--- config.mk ---
export PLATFORM = sky130hd
export DESIGN_NAME = pwm_capture
export DESIGN_NICKNAME = d
export VERILOG_FILES = /design/src/rtl/pwm_capture.sv
export SDC_FILE = /design/constraint.sdc
export NUM_CORES = 1
export LEC_CHECK = 0
export ABC_AREA = 1
export ABC_CLOCK_PERIOD_IN_PS = 3920
export BUFFER_PORTS_ARGS = -buffer_cell sky130_fd_sc_hd__buf_2
export CELL_PAD_IN_SITES_DETAIL_PLACEMENT = 2
export CELL_PAD_IN_SITES_GLOBAL_PLACEMENT = 2
export CORE_UTILIZATION = 29
export DETAILED_ROUTE_END_ITERATION = 8
export PLACE_DENSITY_LB_ADDON = 0.1
export SKIP_LAST_GASP = 1
export SYNTH_ARGS = -nofsm -noshare
export SYNTH_HDL_FRONTEND = slang
export SYNTH_SLANG_ARGS = --single-unit
--- constraint.sdc ---
create_clock -name sys_clk -period 3.92 [get_ports sys_clk]
set_input_delay 0.196 -clock sys_clk [delete_from_list [all_inputs] [get_ports sys_clk]]
set_output_delay 0.196 -clock sys_clk [all_outputs]
set_load 0.01 [all_outputs]
--- src/rtl/pwm_capture.sv ---
// pwm_capture: measures period and high time of an external PWM input in sys_clk cycles
module pwm_capture #(
    parameter int CNT_LENGTH  = 16,
    parameter int SYNC_STAGES = 2
) (
    input  logic                  sys_clk,
    input  logic                  sys_rst_n,
    input  logic                  sys_en,
    input  logic                  pwm_in,
    input  logic                  ovf_clr,
    output logic [CNT_LENGTH-1:0] period,
    output logic [CNT_LENGTH-1:0] high_time,
    output logic                  cap_valid,
    output logic                  cap_ready,
    output logic                  ovf_pulse,
    output logic                  ovf_flag,
    output logic                  pwm_level
);
    typedef enum logic [1:0] {IDLE = 2'd0, ARM = 2'd1, MEAS = 2'd2} state_t;

    localparam logic [CNT_LENGTH-1:0] CNT_ONE = CNT_LENGTH'(1);
    localparam logic [CNT_LENGTH-1:0] CNT_MAX = '1;

    state_t                 state_q, state_d;
    logic [SYNC_STAGES-1:0] sync_chain_q, sync_chain_d;
    logic                   prev_q, prev_d;
    logic [CNT_LENGTH-1:0]  cnt_q, cnt_d;
    logic [CNT_LENGTH-1:0]  hi_shadow_q, hi_shadow_d;
    logic [CNT_LENGTH-1:0]  period_q, period_d;
    logic [CNT_LENGTH-1:0]  high_time_q, high_time_d;
    logic                   cap_valid_q, cap_valid_d;
    logic                   cap_ready_q, cap_ready_d;
    logic                   ovf_pulse_q, ovf_pulse_d;
    logic                   ovf_flag_q, ovf_flag_d;
    logic                   sync_q, rise, fall;

    assign sync_q       = sync_chain_q[SYNC_STAGES-1];
    assign rise         = sync_q & ~prev_q;
    assign fall         = ~sync_q & prev_q;
    assign sync_chain_d = {sync_chain_q[SYNC_STAGES-2:0], pwm_in};
    assign prev_d       = sync_q;

    // Next-state logic: disable forces IDLE; a timeout drops back to ARM so partial periods are never reported
    always_comb begin
        state_d     = state_q;
        cnt_d       = cnt_q;
        hi_shadow_d = hi_shadow_q;
        period_d    = period_q;
        high_time_d = high_time_q;
        cap_valid_d = 1'b0;
        cap_ready_d = cap_ready_q;
        ovf_pulse_d = 1'b0;
        ovf_flag_d  = ovf_flag_q & ~ovf_clr;
        if (!sys_en) begin
            state_d     = IDLE;
            cnt_d       = '0;
            cap_ready_d = 1'b0;
            ovf_flag_d  = ovf_flag_q;
        end else begin
            case (state_q)
                IDLE: state_d = ARM;
                ARM: begin
                    if (rise) begin
                        cnt_d   = CNT_ONE;
                        state_d = MEAS;
                    end
                end
                MEAS: begin
                    cnt_d = cnt_q + CNT_ONE;
                    if (fall) hi_shadow_d = cnt_q;
                    if (rise) begin
                        period_d    = cnt_q;
                        high_time_d = hi_shadow_q;
                        cap_valid_d = 1'b1;
                        cap_ready_d = 1'b1;
                        cnt_d       = CNT_ONE;
                    end else if (cnt_q == CNT_MAX) begin
                        ovf_pulse_d = 1'b1;
                        ovf_flag_d  = 1'b1;
                        cap_ready_d = 1'b0;
                        cnt_d       = '0;
                        state_d     = ARM;
                    end
                end
                default: state_d = IDLE;
            endcase
        end
    end

    // All state, synchroniser and registered outputs, cleared asynchronously
    always_ff @(posedge sys_clk or negedge sys_rst_n) begin
        if (!sys_rst_n) begin
            state_q      <= IDLE;
            sync_chain_q <= '0;
            prev_q       <= 1'b0;
            cnt_q        <= '0;
            hi_shadow_q  <= '0;
            period_q     <= '0;
            high_time_q  <= '0;
            cap_valid_q  <= 1'b0;
            cap_ready_q  <= 1'b0;
            ovf_pulse_q  <= 1'b0;
            ovf_flag_q   <= 1'b0;
        end else begin
            state_q      <= state_d;
            sync_chain_q <= sync_chain_d;
            prev_q       <= prev_d;
            cnt_q        <= cnt_d;
            hi_shadow_q  <= hi_shadow_d;
            period_q     <= period_d;
            high_time_q  <= high_time_d;
            cap_valid_q  <= cap_valid_d;
            cap_ready_q  <= cap_ready_d;
            ovf_pulse_q  <= ovf_pulse_d;
            ovf_flag_q   <= ovf_flag_d;
        end
    end

    assign period    = period_q;
    assign high_time = high_time_q;
    assign cap_valid = cap_valid_q;
    assign cap_ready = cap_ready_q;
    assign ovf_pulse = ovf_pulse_q;
    assign ovf_flag  = ovf_flag_q;
    assign pwm_level = sync_q;
endmodule

# Word level (Yosys, flattened, before mapping)
# Cells that the tools add are included.
[word_totals]
input_bits = 5
memories = 0
ramBits = 0
latch_bits = 0
out_inout_bits = 37
rom_bits = 0
ff_bits = 73
word_cells = 57
[op_classes]
n_eq_ne = 9
addsub = 1
n_mul = 0
div = 0
muxes = 24
magnitude_cmp = 0
n_reduce_logical = 6
shift = 0
bitwise = 6
[op_table]
columns = ["operator", "count"]
rows = [
  ["$mux W16", 4],
  ["$pmux W16 S2", 1],
  ["$add A16 B1 Y16 const B", 1],
  ["$eq A16 B16 Y1 const B", 1],
  ["$mux W1", 14],
  ["$ne A3 B3 Y1 const B", 3],
  ["$reduce_and A3 Y1", 3],
  ["$mux W2", 4],
  ["$ne A3 B1 Y1 const B", 2],
  ["$pmux W2 S3", 1],
  ["$reduce_and A2 Y1", 2],
  ["$and A1 B1 Y1", 3],
  ["$not A1 Y1", 3],
  ["$eq A2 B1 Y1 const B", 1],
  ["$eq A2 B2 Y1 const B", 1],
  ["$logic_not A2 Y1", 1],
  ["$ne A2 B1 Y1 const B", 1],
]

# Depth between registers and ports, before layout
[depth]
word_depth = 5
mapped_depth = 10
depth_no_buf = 9

# Least setup slack after synthesis
# OpenSTA, ideal clock, no wires.
[synth_timing]
path_kind = "flip-flop to flip-flop"
from = "reg cnt_q[0]"
to = "reg cnt_q[3]"
path_stages_with_launch = 9
t_required_ps = 3800
slack_ps = 2562
setup_ps = 120
path_buffers = 0
arrival_time_ps = 1238
period_less_slack_ps = 1358
cell_sequence = "dfrtp_1 > ha_1 > nand3_1 > nor2_2 > nand2_2 > nand3_2 > nand2_2 > inv_4 > nor2_1"
[synth_via]
elab_chain_len = 5
elab_cells_between_ends = 6
cone_classes = "1 x add/sub; 1 x eq/ne; 4 x mux"
[synth_rtl]
columns = ["item", "line_no", "source"]
rows = [
  ["start: declaration", "27", "logic [CNT_LENGTH-1:0] cnt_q, cnt_d;"],
  ["start signal: assignment", "108", "cnt_q <= cnt_d;"],
  ["$add A16 B1 Y16 or $eq A16 B16 Y1 (tied branches)", "69, 77", ""],
  ["$mux W16 (*)", "77", "end else if (cnt_q == CNT_MAX) begin"],
  ["$mux W16 (*)", "71", "if (rise) begin"],
  ["$pmux W16 S2 (*)", "60", "case (state_q)"],
  ["$mux W16 (*)", "54", "if (!sys_en) begin"],
]
# Every way passes the cells marked *; elsewhere a longest branch is shown, timed or not.
# A chain may end at the register's enable or synchronous reset.

# Worst setup path in the final report
[layout_timing]
from = "reg state_q[0]"
to = "reg hi_shadow_q[9]"
[layout_via]
elab_chain_len = 2
[layout_rtl]
columns = ["item", "line_no", "source"]
rows = [
  ["start: declaration", "24", "state_t state_q, state_d;"],
  ["start signal: assignment", "105", "state_q <= state_d;"],
  ["$eq A2 B2 Y1", "60", ""],
  ["$reduce_and A3 Y1 (no line)", "-", ""],
  ["end signal: assignment", "109", "hi_shadow_q <= hi_shadow_d;"],
  ["end: declaration", "28", "logic [CNT_LENGTH-1:0] hi_shadow_q, hi_shadow_d;"],
]
# No other way between the ends.

==> results_dict.tcl <==
set metrics [dict create \
    routed-via-count 2621 \
    finalInstanceArea_mm2 0.003859 \
    swShare_pct 28.10 \
    route.detailed.drc 0 \
    leakage_nw 1.958 \
    drt_iter0_markers 99 \
    synth_warnings 0 \
    cts_setup_buffers 0 \
    rsz0062_at_grt "false" \
    avgSynthCellArea_um2 8.588 \
    p_int_mw 1.362 \
    diodes 0 \
    numCtsBuffers 9 \
    synth_cells 382 \
    synth_nets 388 \
    cts_hold_buf 1 \
    fmax_ghz 0.5276 \
    arrival_ns 2.06 \
    antenna_found_initial 0 \
    fin_ws_ns 2.025 \
    cts_tree "yes" \
    final_antenna_net_count 0 \
    grt_max_degree 74 \
    wl_per_cell_um 15.39 \
    cts_resized 0 \
    fill_cells 1274 \
    drive_gt1_share_pct 21.91 \
    boundaryPins 42 \
    total_power_mw 1.894 \
    multiInputGateArea_mm2 0.001206 \
    synthArstFlopShare_pct 100.0 \
    place_area_mm2 0.003571 \
    synth_top_area_cell "dfrtp_1" \
    skew_ns 0.01153 \
    seq_area_mm2 0.001827 \
    layout.nets 430 \
    die_y_um 108.4 \
    power.share.clock_pct 40.6 \
    synth.top_cell.area_share_pct 55.68 \
    period_share_pct 48.35 \
    dieWidth_um 108.4 \
    seqPwrFrac_pct 46.8 \
    status "finished clean" \
    area_delta_synth_final_pct 17.62 \
    h-tree-depth 3 \
    gp_congestion 0.7259 \
    final_max_slew_viol_count 0 \
    ys_seq_area_share_pct 55.68 \
    track_usage_pct 16.72 \
    drtPass1Iterations 5 \
    switchingPower_mw 0.5322 \
    synth_top_flop_cell "dfrtp_1" \
    pre_cts_slack_ns 2.011 \
    cap_violations 0 \
    tightestPinTransition_ns 0.9839 \
    coreArea_mm2 0.01094 \
    vdd_drop_max_mv 0.1820 \
    cp-end-kind "flip-flop" \
    hold_viol_final 0 \
    yosys.cell_count.top_type "nand2_1" \
    grt_pass1_wl_um 14680 \
    grt_pass1_vias 2841 \
    clock-sinks 73 \
    dieArea_mm2 0.01174 \
    finalSetupViolCount 0 \
    rows 38 \
    period_minus_slack_ns 1.895 \
    dp_hpwl_um 6105 \
    synthDistinctLibCells 26 \
    synth-seq-cells 73 \
    initial_core_util_pct 30.00 \
    viasPerCell 4.606 \
    crit_type "reg2reg" \
    insertion_delay_ns 0.33 \
    worstSetupStartpointType "flip-flop" \
    synth_edf_count 0 \
    critPathMaxFanout 30 \
    syn_area_mm2 0.003281 \
    cp.required_ns 4.08 \
    power_frac_comb_pct 12.6 \
    synth.area.top_cells "dfrtp_1 (56%), nand2_1 (17%), inv_1 (3.5%)" \
    clock_path_buffers 2 \
    clk_pin_slew_ns 0.07 \
    wl_um 8756 \
    clock-root-buffer "clkbuf_16" \
    grt_overflow 0 \
    synth_common_cells "nand2_1 (145), dfrtp_1 (73), inv_1 (31)" \
    port-buffer-count 41 \
    fin_tns_setup_ns 0 \
    p_per_area_mw_per_mm2 490.9 \
    fin_util_pct 35.29 \
    relSlewSlack_pct 34.33 \
    min_path_type "in2async" \
]
-- worst paths after layout --
path / cells past startpoint / start / slack [ns] / to
max: 6 / state_q[0]$_DFFE_PN0P_ / 2.02 / hi_shadow_q[9]$_DFFE_PN0P_
min: 1 / sys_rst_n / 0.006 / high_time[11]$_DFFE_PN0P_
max reg2reg: 6 / state_q[0]$_DFFE_PN0P_ / 2.02 / hi_shadow_q[9]$_DFFE_PN0P_
min reg2reg: 0 / sync_chain_q[0]$_DFF_PN0_ / 0.35 / sync_chain_q[1]$_DFF_PN0_
max in group asynchronous: 1 / sys_rst_n / 3.29 / period[8]$_DFFE_PN0P_
min in group sys_clk: 4 / ovf_clr / 0.14 / ovf_flag$_DFFE_PN0P_
-- flip-flops by register name, summed over array words and instances, names as in the netlist --
| name | flops |
|---|---|
| high_time | 16 |
| state_q | 2 |
| prev_q | 1 |
| hi_shadow_q | 16 |
| cap_ready | 1 |
| sync_chain_q | 2 |
| ovf_flag | 1 |
| cnt_q | 16 |
| ovf_pulse | 1 |
| cap_valid | 1 |
| period | 16 |
-- area by class of cell --
| cell class | count | share of cell area, % |
|---|---|---|
| Sequential cell | 73 | 47.34 |
| Clock buffer | 9 | 5.837 |
| Timing Repair Buffer | 42 | 5.642 |
| Inverter | 40 | 4.021 |
| Multi-Input combinational cell | 258 | 31.26 |
| Tap cell | 140 | 4.540 |
| Clock inverter | 7 | 1.362 |
-- through the flow --
step	instances	hold WS, ns
after floorplan	382	-0.09959
after global placement	552	0.3035
after detailed placement	552	0.3131
after CTS	569	0.05623
after global routing	569	0.08226
final	569	0.006101
-- cells by family after synthesis --
kind of cell	synth area share [%]
fa+ha+maj	0.3813
flops	55.68
compound gates	8.390
buf+inv	7.552
simple gates	26.66
xor+xnor	1.335
-- layout by cell type, fill, tap and decap left out, types with 2 or more instances in the layout --
master / netlist / layout
nand2_1: 145 / 145
dfrtp_1: 73 / 73
buf_2: 2 / 40
inv_1: 31 / 31
nor2_1: 29 / 29
o21ai_0: 20 / 20
o21ai_1: 13 / 13
o21ai_2: 10 / 10
clkbuf_16: 0 / 9
inv_2: 7 / 7
nor2_2: 7 / 7
nand3_1: 6 / 6
nand2_2: 6 / 6
xor2_1: 5 / 5
nand4_1: 4 / 4
a21oi_1: 3 / 3
inv_4: 2 / 2
nand3_2: 2 / 2
nand3b_1: 2 / 2
clkinv_2: 0 / 2
inv_6: 0 / 2
clkinv_4: 0 / 2
-- layer usage --
layer	up-vias	wire (µm)	GRT usage (%)
li1	1267	-	-
met1	1312	4385	22.96
met2	35	4045	26.52
met3	7	229	3.436
met4	0	96	4.923
met5	-	0	0
-- critical path: stages, from the launching register on --
cell and delay, ns:
dfrtp_1 0.41, inv_2 0.08, nand2_2 0.07, nor2_2 0.12
inv_2 0.09, nor2_2 0.75, o21ai_0 0.20
-- power groups by stage --
stage               Combinational [mW]  Sequential (mW)  Clock, mW
floorplan                        0.117            0.918          0
global placement                 0.235            0.897          0
detailed placement               0.242            0.902          0
CTS                              0.246            0.889      0.793
global route                     0.272            0.898      0.820
finish                           0.238            0.886      0.770
Note: power is estimated with default switching activity, not from simulation.
